--- src/rtl/flappy_game_core.sv ---
// rtl/flappy_game_core.sv - Flappy Bird rule engine: collisions, passes, IDLE/PLAY/DEAD FSM, BCD score, tone audio
// Optional high-score register built only when FLAPPY_HISCORE_EN is defined.
module flappy_game_core #(
    parameter int N_PIPES      = 3,
    parameter int PIPE_HALF_W  = 50,
    parameter int GAP_HALF     = 50,
    parameter int BIRD_HALF    = 5,
    parameter int GROUND_Y     = 514,
    parameter int SCORE_DIGITS = 4,
    parameter int PASS_DIV     = 83333,
    parameter int HIT_DIV      = 166666,
    parameter int PASS_DUR     = 5000000,
    parameter int HIT_DUR      = 20000000
) (
    input  logic                      clk,
    input  logic                      rst_n,
    input  logic                      tick,
    input  logic                      start,
    input  logic [11:0]               bird_x,
    input  logic [11:0]               bird_y,
    input  logic [12*N_PIPES-1:0]     pipe_x,
    input  logic [12*N_PIPES-1:0]     pipe_y,
    output logic [1:0]                state,
    output logic                      fail,
    output logic [4*SCORE_DIGITS-1:0] score_bcd,
    output logic [4*SCORE_DIGITS-1:0] hiscore_bcd,
    output logic                      pass_pulse,
    output logic                      hit_pulse,
    output logic                      audio_out
);
    localparam int SW      = 4 * SCORE_DIGITS;
    localparam int DUR_MAX = (HIT_DUR > PASS_DUR) ? HIT_DUR : PASS_DUR;
    localparam int DIV_MAX = (HIT_DIV > PASS_DIV) ? HIT_DIV : PASS_DIV;
    localparam int DW      = $clog2(DUR_MAX + 1);
    localparam int TW      = $clog2(DIV_MAX + 1);

    typedef enum logic [1:0] {
        IDLE = 2'b00,
        PLAY = 2'b01,
        DEAD = 2'b10
    } state_t;

    state_t             state_q, state_d;
    logic [12:0]        bx, by;
    logic [N_PIPES-1:0] hit_vec, past_vec, past_q;
    logic               hit_any, pass_any;
    logic               clr_score, inc_score, hit_ev, pass_ev;

    assign bx = {1'b0, bird_x};
    assign by = {1'b0, bird_y};

    // Comparisons are arranged so every term is a sum; nothing can underflow.
    for (genvar i = 0; i < N_PIPES; i++) begin : g_pipe
        logic [12:0] px, py;
        logic        x_ovl, out_gap;
        assign px       = {1'b0, pipe_x[12*i +: 12]};
        assign py       = {1'b0, pipe_y[12*i +: 12]};
        assign x_ovl    = (bx + 13'(BIRD_HALF + PIPE_HALF_W) >= px) &&
                          (px + 13'(PIPE_HALF_W + BIRD_HALF) >= bx);
        assign out_gap  = (by + 13'(GAP_HALF) <= py + 13'(BIRD_HALF)) ||
                          (by + 13'(BIRD_HALF) >= py + 13'(GAP_HALF));
        assign hit_vec[i]  = x_ovl && out_gap;
        assign past_vec[i] = (px + 13'(PIPE_HALF_W + BIRD_HALF)) < bx;
    end

    assign hit_any  = (|hit_vec) || (by >= 13'(GROUND_Y));
    assign pass_any = |(past_vec & ~past_q);

    always_comb begin
        state_d   = state_q;
        clr_score = 1'b0;
        inc_score = 1'b0;
        hit_ev    = 1'b0;
        pass_ev   = 1'b0;
        if (tick) begin
            case (state_q)
                IDLE: if (start) begin
                    state_d   = PLAY;
                    clr_score = 1'b1;
                end
                PLAY: if (hit_any) begin
                    state_d = DEAD;
                    hit_ev  = 1'b1;
                end else if (pass_any) begin
                    inc_score = 1'b1;
                    pass_ev   = 1'b1;
                end
                DEAD: if (start) state_d = IDLE;
                default: state_d = IDLE;
            endcase
        end
    end

    logic [SW-1:0] score_nxt;
    logic          carry, score_max;

    always_comb begin
        score_nxt = score_bcd;
        carry     = 1'b1;
        score_max = 1'b1;
        for (int d = 0; d < SCORE_DIGITS; d++) begin
            if (score_bcd[4*d +: 4] != 4'd9) score_max = 1'b0;
            if (carry) begin
                if (score_bcd[4*d +: 4] == 4'd9) begin
                    score_nxt[4*d +: 4] = 4'd0;
                end else begin
                    score_nxt[4*d +: 4] = score_bcd[4*d +: 4] + 4'd1;
                    carry               = 1'b0;
                end
            end
        end
    end

    always_ff @(posedge clk or negedge rst_n) begin
        if (!rst_n) begin
            state_q    <= IDLE;
            fail       <= 1'b0;
            score_bcd  <= '0;
            past_q     <= '0;
            pass_pulse <= 1'b0;
            hit_pulse  <= 1'b0;
        end else begin
            state_q    <= state_d;
            fail       <= (state_d == DEAD);
            hit_pulse  <= hit_ev;
            pass_pulse <= pass_ev;
            if (tick) past_q <= past_vec;
            if (clr_score) score_bcd <= '0;
            else if (inc_score && !score_max) score_bcd <= score_nxt;
        end
    end

    assign state = state_q;

`ifdef FLAPPY_HISCORE_EN
    // For valid BCD a plain unsigned compare equals a digit-wise MSD-first compare.
    always_ff @(posedge clk or negedge rst_n) begin
        if (!rst_n) hiscore_bcd <= '0;
        else if (hit_ev && (score_bcd > hiscore_bcd)) hiscore_bcd <= score_bcd;
    end
`else
    assign hiscore_bcd = '0;
`endif

    logic [DW-1:0] dur_cnt;
    logic [TW-1:0] tone_cnt, tone_nxt, period;
    logic          hit_mode;

    assign period   = hit_mode ? TW'(HIT_DIV) : TW'(PASS_DIV);
    assign tone_nxt = (tone_cnt == period - TW'(1)) ? '0 : tone_cnt + TW'(1);

    always_ff @(posedge clk or negedge rst_n) begin
        if (!rst_n) begin
            dur_cnt   <= '0;
            tone_cnt  <= '0;
            hit_mode  <= 1'b0;
            audio_out <= 1'b0;
        end else if (hit_pulse) begin
            dur_cnt   <= DW'(HIT_DUR);
            tone_cnt  <= '0;
            hit_mode  <= 1'b1;
            audio_out <= (HIT_DIV > 1) && (HIT_DUR > 0);
        end else if (pass_pulse && !(hit_mode && dur_cnt != '0)) begin
            dur_cnt   <= DW'(PASS_DUR);
            tone_cnt  <= '0;
            hit_mode  <= 1'b0;
            audio_out <= (PASS_DIV > 1) && (PASS_DUR > 0);
        end else if (dur_cnt != '0) begin
            dur_cnt   <= dur_cnt - DW'(1);
            tone_cnt  <= tone_nxt;
            audio_out <= (dur_cnt != DW'(1)) && (tone_nxt < (period >> 1));
        end else begin
            audio_out <= 1'b0;
        end
    end
endmodule

--- config.mk ---
export PLATFORM = sky130hd
export DESIGN_NAME = flappy_game_core
export DESIGN_NICKNAME = d
export VERILOG_FILES = /design/src/rtl/flappy_game_core.sv
export SDC_FILE = /design/constraint.sdc
export NUM_CORES = 1
export LEC_CHECK = 0
export BUFFER_PORTS_ARGS = -buffer_cell sky130_fd_sc_hd__buf_2
export CORE_UTILIZATION = 54
export DETAILED_ROUTE_END_ITERATION = 7
export GPL_TIMING_DRIVEN = 1
export PLACE_DENSITY = 0.79
export REMOVE_ABC_BUFFERS = 1
export SETUP_SLACK_MARGIN = 0.02
export SLEW_MARGIN = 20
export SYNTH_ARGS = -nofsm -noshare
export SYNTH_HDL_FRONTEND = slang
export SYNTH_SLANG_ARGS = --single-unit
--- constraint.sdc ---
create_clock -name clk -period 3.3 [get_ports clk]
set_input_delay 0.33 -clock clk [delete_from_list [all_inputs] [get_ports clk]]
set_output_delay 0.33 -clock clk [all_outputs]
set_load 0.02 [all_outputs]
==> impl_summary.md <==
STA
The fraction of the cycle the final worst path needs is 105.2%. Setup repair after global routing could not meet its margin everywhere. The worst setup slack after layout is -170.8 ps. The final number of max-transition violations is 0. The final total negative setup slack is -1739 ps.

The number of failing hold endpoints at the final stage is 0. The final-report setup violation count is 18. The clock period minus final worst setup slack is 3471 ps. At the pin with the least slew margin, the transition time is about 880 ps.

The worst-case clock skew is approximately 8.4 ps. The headroom to the max-slew limit is a little over 40%. The peak clock frequency supported by timing is around 290 MHz.

Layout
The multi-input combinational cells in the finished layout cover a total of a little under 9000 µm². The sequential cell area is ~1700 µm². The final net count is 1,893. Compared with the post-synthesis result, the final layout area differs by 39.75%.

The final standard cell count with taps included and fillers excluded is approximately 1,800. Counting the fill cells in the layout gives roughly 1,100. In the final layout, the share of cells above drive strength 1 is 34.66%.

With fillers left out, the area of the finished cells amounts to about 14,000 µm². Cells fill between 70 and 80% of the core in the end.

Drt
Across all layers, the routed design uses 11,180 vias. The total iterations of the first detailed-routing run is 6. For this block, the initial DRC count from the detailed router was between 1,000 and 1,500.

The average vias per placed instance is ~6.1. Once detail routing completed, the nets flagged for antenna violations numbered 0. For this block, the routed nets add up to around 33,000 µm of wire. The average detailed-routed wire length per instance is roughly 18 µm. The post-detailed-route DRC marker count is 0.

Global routing
The pin count of the biggest net entering global routing is 70. Global routing consumed, over all layers together, a little under a third of the routing resources. The first global-routing pass estimated ~46,000 µm of wire. The number of antenna violations at the first check in global routing is 2. The via count of the first global-routing pass came to ~10,000.

For this run the aggregate overflow at the end of global routing stands at 0.

Clock network
The TritonCTS clock tree is yes. The CTS clock-pin slew for the worst setup and hold paths is ~60 ps. The H-tree depth is 3. The total clock buffers created by CTS is 9. At the later pin of the worst-skew pair, clock insertion delay measures about 340 ps.

The maximum number of buffers from clock root to sink is 2. The master cell of the clock root buffer is sky130_fd_sc_hd__clkbuf_16. The clock drives roughly 70 sinks.

Synthesis
The number of flops mapped to enable cells by yosys is 0. The synthesized netlist devotes between 20% and 30% of its cell area to adder and majority cells. The flip-flop cell with the highest count after synthesis is sky130_fd_sc_hd__dfrtp_1. The average cell area after synthesis is 7.924 µm². By area, the combinational part of the netlist is dominated by simple AND/OR/NAND/NOR gates.

Ranked by instance count, the synthesized netlist is headed by sky130_fd_sc_hd__ha_1, sky130_fd_sc_hd__nand2_1, sky130_fd_sc_hd__nor2_1. The top cell type's share of synthesized area is about a quarter. The synthesized instance count is between 1,000 and 1,500.

The simple-gate share of the synthesized area is between 20% and 30%. Measured against the total synthesized area, the mux share comes to approximately 1.1%. The most frequent cell after synthesis is sky130_fd_sc_hd__ha_1.

The share of the Yosys chip area taken by registers is about 17%. Summing the areas of all xor and xnor instances in the mapped netlist gives a little under an eighth of the synthesized area. The leading area contributor after synthesis is sky130_fd_sc_hd__ha_1. The Yosys warning count is 0. The fraction of the mapped netlist area in compound gates is roughly 16%. After synthesis the cells add up to between 9000 and 10,000 µm². Counting flops and latches in the post-synthesis netlist gives 69.

The distinct cell type count after synthesis is 76. After synthesis, the share of flip-flops with an asynchronous set or reset is 100.0%. After synthesis, the cell types taking the most area are sky130_fd_sc_hd__ha_1, sky130_fd_sc_hd__dfrtp_1, sky130_fd_sc_hd__xnor2_1, sky130_fd_sc_hd__xor2_1, sky130_fd_sc_hd__nand2_1.

Power
Summed over all nets, the switching power comes to 1874 µW. VDD sags by at most about 0.46 mV. The total power divided by cell area is 335.2 nW/µm².

In this run, flip-flops and latches consume 24.7% of the power. The leakage dissipation is 0.006616 µW. The combinational fraction of design power is a little over half. The clock power share is a little under a quarter. The post-route total power is approximately 4700 µW. The internal power is around 2800 µW.

The switching part of the total power is about two fifths.

Floorplan
The region available for standard cell placement spans between 15,000 and 20,000 µm². The floorplan has 49 rows. The floorplan step defined a die boundary enclosing ~19,000 µm². The boundary pin count is ~140. The initial utilization of the core area, before any placement, comes to 55.13%.

The width of the die is around 140 µm. The height of the die is 137.7 µm.

Run status
The run finished, with violations left. The checks that failed: setup timing.

Critical path
The worst setup path is captured at a register. For the worst setup path, the data required time is between 3000 and 4000 ps. The critical path is of the input pin to register type. Of all nets on the critical path, the largest fanout is 8. The startpoint kind of the worst setup timing path is an input pin.

The arrival time at the worst endpoint is between 3000 and 4000 ps.

Placed design
The post-DP HPWL is about 23,000 µm. The number of input and output port buffers inserted is around 120. The post-placement cell area is 12,440 µm².

Including well taps, the total number of placed cells is 1,812. The routability congestion estimate is 0.9231.

Worst hold path
The type of the worst min-delay path is input pin to async pin.

Run
Across the run, the number of max-cap violations was 0.
## worst paths after layout
kind                        startpoint            end  slack [ps]  cells after the start
hold / removal                   rst_n     dur_cnt[9]         200                      2
setup reg to reg           tone_cnt[7]      audio_out         110                     14
hold reg to reg            dur_cnt[24]    dur_cnt[24]         510                      1
max in group asynchronous        rst_n   score_bcd[1]        2520                      2
setup / recovery             bird_y[3]  score_bcd[14]        -170                     18
min in group clk                  tick      past_q[0]         360                      2
## area by class of cell
| cell class | instances | share of cell area, % |
|---|---|---|
| antenna | 2 | 0.03604 |
| clock buffer | 9 | 1.622 |
| clock inverter | 7 | 0.7388 |
| inverter | 83 | 2.261 |
| multi-input combinational | 1068 | 62.29 |
| sequential | 69 | 12.43 |
| tap | 229 | 2.063 |
| timing repair buffer | 377 | 18.55 |
## layout by cell type (no fill, tap or decap), drive strengths merged, types with 4 or more instances in the layout
cell / netlist / final
or4: 5 / 5
buf: 27 / 376
nand4: 30 / 30
o21ai: 59 / 59
nor2b: 21 / 21
or3: 15 / 15
conb: 1 / 16
nand2b: 23 / 23
a21o: 18 / 18
nor4: 19 / 19
dfrtp: 69 / 69
nor2: 94 / 94
a31oi: 7 / 7
nor3b: 7 / 7
a21oi: 75 / 75
a31o: 4 / 4
inv: 83 / 87
or2: 7 / 7
o211ai: 4 / 4
mux2i: 10 / 10
and4: 6 / 6
a22o: 6 / 6
a211oi: 11 / 11
ha: 185 / 185
and2: 6 / 6
xnor2: 79 / 79
a2111oi: 6 / 6
o2111ai: 5 / 5
nor3: 37 / 37
o21bai: 9 / 9
nand3: 60 / 60
and3: 17 / 17
xor2: 56 / 56
o31ai: 12 / 12
a221oi: 4 / 4
clkbuf: 22 / 10
nand2: 119 / 119
## power by group through the flow
stage	logic [µW]	registers [µW]	clock network [µW]
floorplan	1140	1160	0
global placement	1940	1140	0
detailed placement	2020	1150	0
CTS	2130	1140	1080
global route	2630	1170	1110
finish	2430	1150	1080
## timing repair
action                                  4_1_cts  5_1_grt
setup buffers                                 8       10
gates resized for setup                      49      150
hold buffers                                  0        0
pin swaps                                    28       80
endpoints found under the setup margin       22       22
## stage by stage
stage | hold slack (ps) | setup slack, ps
after floorplan | 34.41 | -233.2
after global placement | 466.2 | -569.4
after detailed placement | 487.4 | -728.9
after CTS | 235.8 | 11.36
after global routing | 293.3 | -360.5
final | 199.8 | -170.8
## metal layers
layer / part of all wire [%] / track usage (%) / up-vias
met3: 7.0 / 3.642 / 152
li1: - / - / 5184
met2: 50 / 55.33 / 560
met4: 4.4 / 10.56 / 0
met5: 0 / 0 / -
met1: 39 / 36.42 / 5284
## logic make-up (layout without fill, tap and decap cells)
family,after synthesis,count (layout)
other,1,18
adder cells (fa/ha/maj),185,185
AND/OR/NAND/NOR,474,474
buffers and inverters,132,476
flip-flops,69,69
multiplexers,11,11
XOR/XNOR,135,135
AO/OA/AOI/OAI,247,247
## state kept, by name, indices dropped and copies added, names as in the netlist
signal / flops
fail: 1
hit_mode: 1
dur_cnt: 25
score_bcd: 16
audio_out: 1
state: 2
pass_pulse: 1
hit_pulse: 1
past_q: 3
tone_cnt: 18
## critical path, stage by stage
cell	delay, ps
sky130_fd_sc_hd__clkbuf_4	150
sky130_fd_sc_hd__buf_4	140
sky130_fd_sc_hd__nand3_2	90
sky130_fd_sc_hd__nand2_2	100
sky130_fd_sc_hd__nand3_2	110
sky130_fd_sc_hd__buf_4	170
sky130_fd_sc_hd__xnor2_2	140
sky130_fd_sc_hd__buf_4	160
sky130_fd_sc_hd__ha_1	330
sky130_fd_sc_hd__nand4_1	190
sky130_fd_sc_hd__a211oi_2	370
sky130_fd_sc_hd__a2111oi_4	90
sky130_fd_sc_hd__o311ai_2	290
sky130_fd_sc_hd__buf_4	200
sky130_fd_sc_hd__o211ai_4	160
sky130_fd_sc_hd__buf_6	200
sky130_fd_sc_hd__a2111oi_2	340
sky130_fd_sc_hd__o21bai_1	160
No activity file was read; power rests on OpenSTA's default activity.
